$ cat config.mk
export PLATFORM = sky130hd
export DESIGN_NAME = fullchip_dispatch
export DESIGN_NICKNAME = d
export VERILOG_FILES = /design/src/rtl/fullchip_dispatch_pkg.sv /design/src/rtl/fullchip_dispatch_sync_fifo.sv /design/src/rtl/fullchip_dispatch.sv
export SDC_FILE = /design/constraint.sdc
export NUM_CORES = 1
export LEC_CHECK = 0
export BUFFER_PORTS_ARGS = -buffer_cell sky130_fd_sc_hd__buf_2
export CORE_ASPECT_RATIO = 1.1
export CORE_MARGIN = 5
export CORE_UTILIZATION = 34
export CTS_CLUSTER_DIAMETER = 150
export CTS_CLUSTER_SIZE = 30
export DETAILED_ROUTE_END_ITERATION = 10
export GPL_TIMING_DRIVEN = 0
export PLACE_DENSITY = 0.51
export SLEW_MARGIN = 20
export SYNTH_ARGS = -nofsm -noshare
export SYNTH_HDL_FRONTEND = slang
export SYNTH_SLANG_ARGS = --single-unit
$ cat constraint.sdc
create_clock -name clk -period 38.9 [get_ports clk]
set_input_delay 7.78 -clock clk [delete_from_list [all_inputs] [get_ports clk]]
set_output_delay 7.78 -clock clk [all_outputs]
set_load 0.01 [all_outputs]
$ cat src/rtl/fullchip_dispatch_pkg.sv
// Shared constants and helpers for the chip front-end dispatcher.
//   INST_W / INST_NOP : core instruction width and the idle encoding
//   CNT_W             : width of the free-running statistics counters
//   entry_width()     : packed FIFO entry width {inst, mem, mask}
package fullchip_pkg;

  localparam int unsigned INST_W = 20;
  localparam logic [INST_W-1:0] INST_NOP = 20'h0;
  localparam int unsigned CNT_W = 16;

  // Width of one queued word: instruction, pr*bw data lanes, per-core mask.
  function automatic int unsigned entry_width(input int unsigned pr,
                                              input int unsigned bw,
                                              input int unsigned ncore);
    return INST_W + pr * bw + ncore;
  endfunction

endpackage

$ cat src/rtl/fullchip_dispatch_sync_fifo.sv
// Synchronous FIFO, no fall-through: a pushed word becomes visible at dout
// on the cycle after the push edge.
//   clk, reset       : clock, synchronous active-high reset (flushes queue)
//   push, din        : write request and data (ignored when full)
//   pop              : read request (ignored when empty), dout = head word
//   full, empty      : occupancy flags
//   count            : current occupancy, 0..DEPTH
module sync_fifo #(
  parameter int unsigned WIDTH = 8,
  parameter int unsigned DEPTH = 8
) (
  input  logic                     clk,
  input  logic                     reset,
  input  logic                     push,
  input  logic                     pop,
  input  logic [WIDTH-1:0]         din,
  output logic [WIDTH-1:0]         dout,
  output logic                     full,
  output logic                     empty,
  output logic [$clog2(DEPTH):0]   count
);

  localparam int unsigned AW = $clog2(DEPTH);
  localparam int unsigned CW = AW + 1;

  logic [WIDTH-1:0] r_mem [DEPTH];
  logic [AW-1:0]    r_wr_ptr;
  logic [AW-1:0]    r_rd_ptr;
  logic [CW-1:0]    r_count;
  logic             w_do_push;
  logic             w_do_pop;

  assign full      = (r_count == CW'(DEPTH));
  assign empty     = (r_count == '0);
  assign count     = r_count;
  assign dout      = r_mem[r_rd_ptr];
  assign w_do_push = push && !full;
  assign w_do_pop  = pop && !empty;

  // Pointers wrap naturally because DEPTH is a power of two.
  always_ff @(posedge clk) begin
    if (reset) begin
      r_wr_ptr <= '0;
      r_rd_ptr <= '0;
      r_count  <= '0;
    end else begin
      if (w_do_push) r_wr_ptr <= r_wr_ptr + AW'(1);
      if (w_do_pop)  r_rd_ptr <= r_rd_ptr + AW'(1);
      case ({w_do_push, w_do_pop})
        2'b10:   r_count <= r_count + CW'(1);
        2'b01:   r_count <= r_count - CW'(1);
        default: r_count <= r_count;
      endcase
    end
  end

  // Storage needs no reset; flushing the pointers empties the queue.
  always_ff @(posedge clk) begin
    if (w_do_push) r_mem[r_wr_ptr] <= din;
  end

endmodule

$ cat src/rtl/fullchip_dispatch.sv
// Buffered instruction dispatcher feeding NCORE core channels.
// Host words {inst, mem, mask} are queued in a DEPTH-entry FIFO and issued
// in strict order, each word to every core in its mask in the same cycle.
//   clk, reset     : clock, synchronous active-high reset
//   in_valid/ready : host handshake; in_inst, in_mem, in_mask are the word
//   core_stall     : per-core backpressure, blocks the head if any target stalls
//   core_inst      : per-core instruction pulses, slice c = [c*20 +: 20]
//   core_mem_in    : per-core data pulses, slice c = [c*pr*bw +: pr*bw]
//   fifo_count     : queue occupancy
//   issue_cnt      : words issued (non-empty mask), wraps
//   stall_cnt      : cycles the head was blocked, wraps
module fullchip_dispatch
  import fullchip_pkg::*;
#(
  parameter int unsigned col     = 8,
  parameter int unsigned bw      = 8,
  parameter int unsigned bw_psum = 2 * bw + 4,
  parameter int unsigned pr      = 16,
  parameter int unsigned NCORE   = 2,
  parameter int unsigned DEPTH   = 8
) (
  input  logic                        clk,
  input  logic                        reset,
  input  logic                        in_valid,
  output logic                        in_ready,
  input  logic [INST_W-1:0]           in_inst,
  input  logic [pr*bw-1:0]            in_mem,
  input  logic [NCORE-1:0]            in_mask,
  input  logic [NCORE-1:0]            core_stall,
  output logic [NCORE*INST_W-1:0]     core_inst,
  output logic [NCORE*pr*bw-1:0]      core_mem_in,
  output logic [$clog2(DEPTH):0]      fifo_count,
  output logic [CNT_W-1:0]            issue_cnt,
  output logic [CNT_W-1:0]            stall_cnt
);

  localparam int unsigned MEM_W   = pr * bw;
  localparam int unsigned ENTRY_W = entry_width(pr, bw, NCORE);

  // col and bw_psum only configure the cores; checked here for sanity.
  if (NCORE < 1 || NCORE > 8 || DEPTH < 2 || (DEPTH & (DEPTH - 1)) != 0 ||
      col < 1 || bw_psum < 2 * bw) begin : g_param_check
    $error("fullchip_dispatch: illegal parameter set");
  end

  typedef struct packed {
    logic [INST_W-1:0] inst;
    logic [MEM_W-1:0]  mem;
    logic [NCORE-1:0]  mask;
  } entry_t;

  entry_t               w_push_entry;
  entry_t               w_head;
  logic [ENTRY_W-1:0]   w_head_bits;
  logic                 w_full;
  logic                 w_empty;
  logic                 w_push;
  logic                 w_eligible;
  logic                 w_blocked;
  logic                 w_issue;
  logic [CNT_W-1:0]     r_issue_cnt;
  logic [CNT_W-1:0]     r_stall_cnt;

  assign in_ready     = !w_full && !reset;
  assign w_push       = in_valid && in_ready;
  assign w_push_entry = '{inst: in_inst, mem: in_mem, mask: in_mask};
  assign w_head       = entry_t'(w_head_bits);

  // Head issues only when every targeted core is free (all-or-nothing).
  // A zero-mask head is never blocked, so it simply drains as a bubble.
  assign w_eligible   = !w_empty;
  assign w_blocked    = |(w_head.mask & core_stall);
  assign w_issue      = w_eligible && !w_blocked;

  sync_fifo #(
    .WIDTH (ENTRY_W),
    .DEPTH (DEPTH)
  ) u_fifo (
    .clk   (clk),
    .reset (reset),
    .push  (w_push),
    .pop   (w_issue),
    .din   (w_push_entry),
    .dout  (w_head_bits),
    .full  (w_full),
    .empty (w_empty),
    .count (fifo_count)
  );

  // Per-core output registers: one-cycle pulse of the head word, else NOP.
  for (genvar c = 0; c < NCORE; c++) begin : g_core
    logic [INST_W-1:0] r_inst;
    logic [MEM_W-1:0]  r_mem;

    always_ff @(posedge clk) begin
      if (reset) begin
        r_inst <= INST_NOP;
        r_mem  <= '0;
      end else if (w_issue && w_head.mask[c]) begin
        r_inst <= w_head.inst;
        r_mem  <= w_head.mem;
      end else begin
        r_inst <= INST_NOP;
        r_mem  <= '0;
      end
    end

    assign core_inst[c*INST_W +: INST_W]  = r_inst;
    assign core_mem_in[c*MEM_W +: MEM_W]  = r_mem;
  end

  // Statistics counters; zero-mask bubbles are not counted as issues.
  always_ff @(posedge clk) begin
    if (reset) begin
      r_issue_cnt <= '0;
      r_stall_cnt <= '0;
    end else begin
      if (w_issue && (w_head.mask != '0)) r_issue_cnt <= r_issue_cnt + CNT_W'(1);
      if (w_eligible && w_blocked)        r_stall_cnt <= r_stall_cnt + CNT_W'(1);
    end
  end

  assign issue_cnt = r_issue_cnt;
  assign stall_cnt = r_stall_cnt;

endmodule
==> qor.txt <==
Syn nets - 2818
Largest family of logic cells by synthesized area - multiplexers
Top cells by count, synth - edfxtp_1, dfxtp_1, nor2_1, mux4_2, mux2i_1
Number of global-route vias before repair - 27400
Post-route insts no fill - 5486
Synth async-reset ratio - 0%
Top-count cell post-synth - edfxtp_1
RePlAce Congestion - 0.735
TritonCTS Buffers - 58
Post-synthesis compound-gate area fraction - 0.616%
Hold Crit Class - reg2reg
Hold Crit Depth - 2
Post-DP HPWL - 96300 um
Tot GR Track Use - 16.3%
DR vias - 26600
IR drop worst, VDD - 0.0392 mV
R2R Setup Slk - 34.84 ns
Routed WL per cell - 25.4 um
Chip height - 429 um
Status - finished clean
Worst-path clk slew - 0.12 ns
NumNets Final - 3476
Fillers - 14300
Final Hold Vio Count - 0
Vias per std cell - 4.85
Initial Util - 34.3%
Overflow after GRT - 0
Initial antenna violation count - 58
Leakage - 20.8 nW
Post-CTS setup buffers - 0
Post-synth EDFFs - 1200
Yosys top cell by area - edfxtp_1
Clk Latency, worst-skew pair - 0.72 ns
DRC Markers - 0
Synth top area share - 66.4%
Die Area - 168000 um^2
Rows - 153
FF-to-FF Start - u_fifo.count[1]
Worst hold endpoint - u_fifo.r_wr_ptr[0]
Max Transition Viols Final - 0
Drt total wl - 139000 um
Length of the first detailed-routing pass in iterations - 5
Setup TNS - 0 ns
WP data required - 31.12 ns
Fmax - 61.0 MHz
Sequential element share of the synthesized area - 79.0%
Ys Warns - 0
Final Setup Violations - 0
Die W - 391 um
Distinct cells, synth - 43
Post-Synth Simple-Gate Area - 3.57%
Multi-input gate area - 10900 um^2
Cell count after synthesis - 2656
Max Clock Skew - 0.0343 ns
CTS resizes - 0
Port bufs - 486
R2r worst-path depth - 13
Least-Margin Pin Slew - 1.15 ns
CP Data Arrival Time - 8.61 ns
Period utilisation layout - 42.1%
Worst setup SP type - input pin
Max Fanout on Critical Path - 8
Layout cells sized above 1 - 30.7%
IO Count - 488
First-pass GRT wire length - 199000 um
Area contributors post-synth - edfxtp_1, dfxtp_1, mux4_2
Final core occ - 39.9%
Syn Std Cell Area - 54300 um^2
Unrepaired setup endpoints after global routing - false
Clock sink total - 1541
Clock root cell - clkbuf_16
Kind of critical path - in2out
Hold Path Origin - u_fifo.r_wr_ptr[0]
Max-capacitance violation count - 0
Max_slew headroom - 23.3%
R2R Path End - u_fifo.r_mem[0][71]
Synth Area in Adders - 0.161%
Syn Area/Cell - 20.4 um^2
Register area - 42900 um^2
DP Cell Count - 5346
Post-synth top flop - edfxtp_1
# H-tree levels - 2
Multiplexer share of the synthesized area - 15.6%
Hold buffers post-CTS - 0
Core footprint - 158000 um^2
Synthesized flop and latch total - 1541
Area grow syn2layout - 16.3%
DR iter-0 viols - 2094
Xor/xnor share of the synthesized area - 0.0646%
CTS Buffer Depth - 3
CP Capture Type - output port
CTS tree - done
PwrDens - 53.0 nW/um^2
Pin count of the biggest net entering global routing - 32
Post-DRT Antenna Nets - 0
Min cycle time layout - 16.39 ns
[stage by stage]
step                worst slack, ns  hold slack (ns)  instance area (um^2)  power [mW]
finish                        22.51            0.495                 63100        3.35
global route                  22.46            0.514                 63000        3.51
CTS                           22.53            0.493                 63000        3.41
detailed placement            22.54            0.477                 61300        2.62
global placement               5.84            0.481                 59300        2.62
floorplan                     19.11            0.462                 54300        2.35
[report_power, final]
part	total (mW)	leakage, nW	internal, mW	switching [mW]
sequential	1.85	13.6	1.83	0.0176
combinational	0.706	6.43	0.306	0.401
clock	0.793	0.821	0.295	0.497
total	3.35	20.8	2.43	0.916
[final cells by class]
class                           instances  area share, %
Antenna cell                           30          0.119
Clock buffer                          104           2.61
Sequential cell                      1541           67.9
Tap cell                             2092           4.15
Inverter                                2         0.0119
Timing Repair Buffer                  598           6.85
Buffer                                133          0.916
Multi-Input combinational cell        980           17.3
Clock inverter                          6          0.153
[layout by cell type, fill, tap and decap left out, drive strengths merged, types with 6 or more instances in the layout]
cell and n:
nor3 12, a21oi 27, o31ai 14, ha 7
dfxtp 341, nor2b 17, buf 641, diode 30
nand2 19, nand4 9, mux2 20, nor4 6
mux4 297, edfxtp 1200, mux2i 153, or4 15
nand3 15, clkbuf 194, o21ai 8, nor2 324
[metal layers]
| layer | track usage [%] | share of wire (%) |
|---|---|---|
| met1 | 22.9 | 44 |
| met3 | 3.51 | 6.3 |
| met2 | 26.5 | 48 |
| met5 | 0 | 0.067 |
| met4 | 2.76 | 1.5 |
[cells by family after synthesis]
logic type / count (synthesis)
AO/OA/AOI/OAI: 55
XOR/XNOR: 4
adder cells (fa/ha/maj): 7
buffers and inverters: 135
flip-flops: 1541
multiplexers: 470
AND/OR/NAND/NOR: 444
[state kept, by name, summed over array words and instances (netlist names), named ones only]
name,count
issue_cnt,16
g_core.r_inst,40
g_core.r_mem,256
stall_cnt,16
u_fifo.r_mem,1200
u_fifo.r_rd_ptr,3
u_fifo.count,4
u_fifo.r_wr_ptr,3
[worst max-delay path: stages]
cell	delay, ns
clkbuf_1	0.18
a21oi_1	0.42
buf_2	0.23
[worst max path at each step]
stage | startpoint | end | slack [ns] | depth (start not counted)
2_1_floorplan | reset | u_fifo.r_mem[0][0] | 19.11 | 5
3_3_place_gp | reset | u_fifo.r_mem[0][89] | 5.84 | 5
3_5_place_dp | reset | in_ready | 22.54 | 3
4_1_cts | reset | in_ready | 22.53 | 3
5_1_grt | reset | in_ready | 22.46 | 3
6_report | reset | in_ready | 22.51 | 3
(Power assumes the default switching activity.)
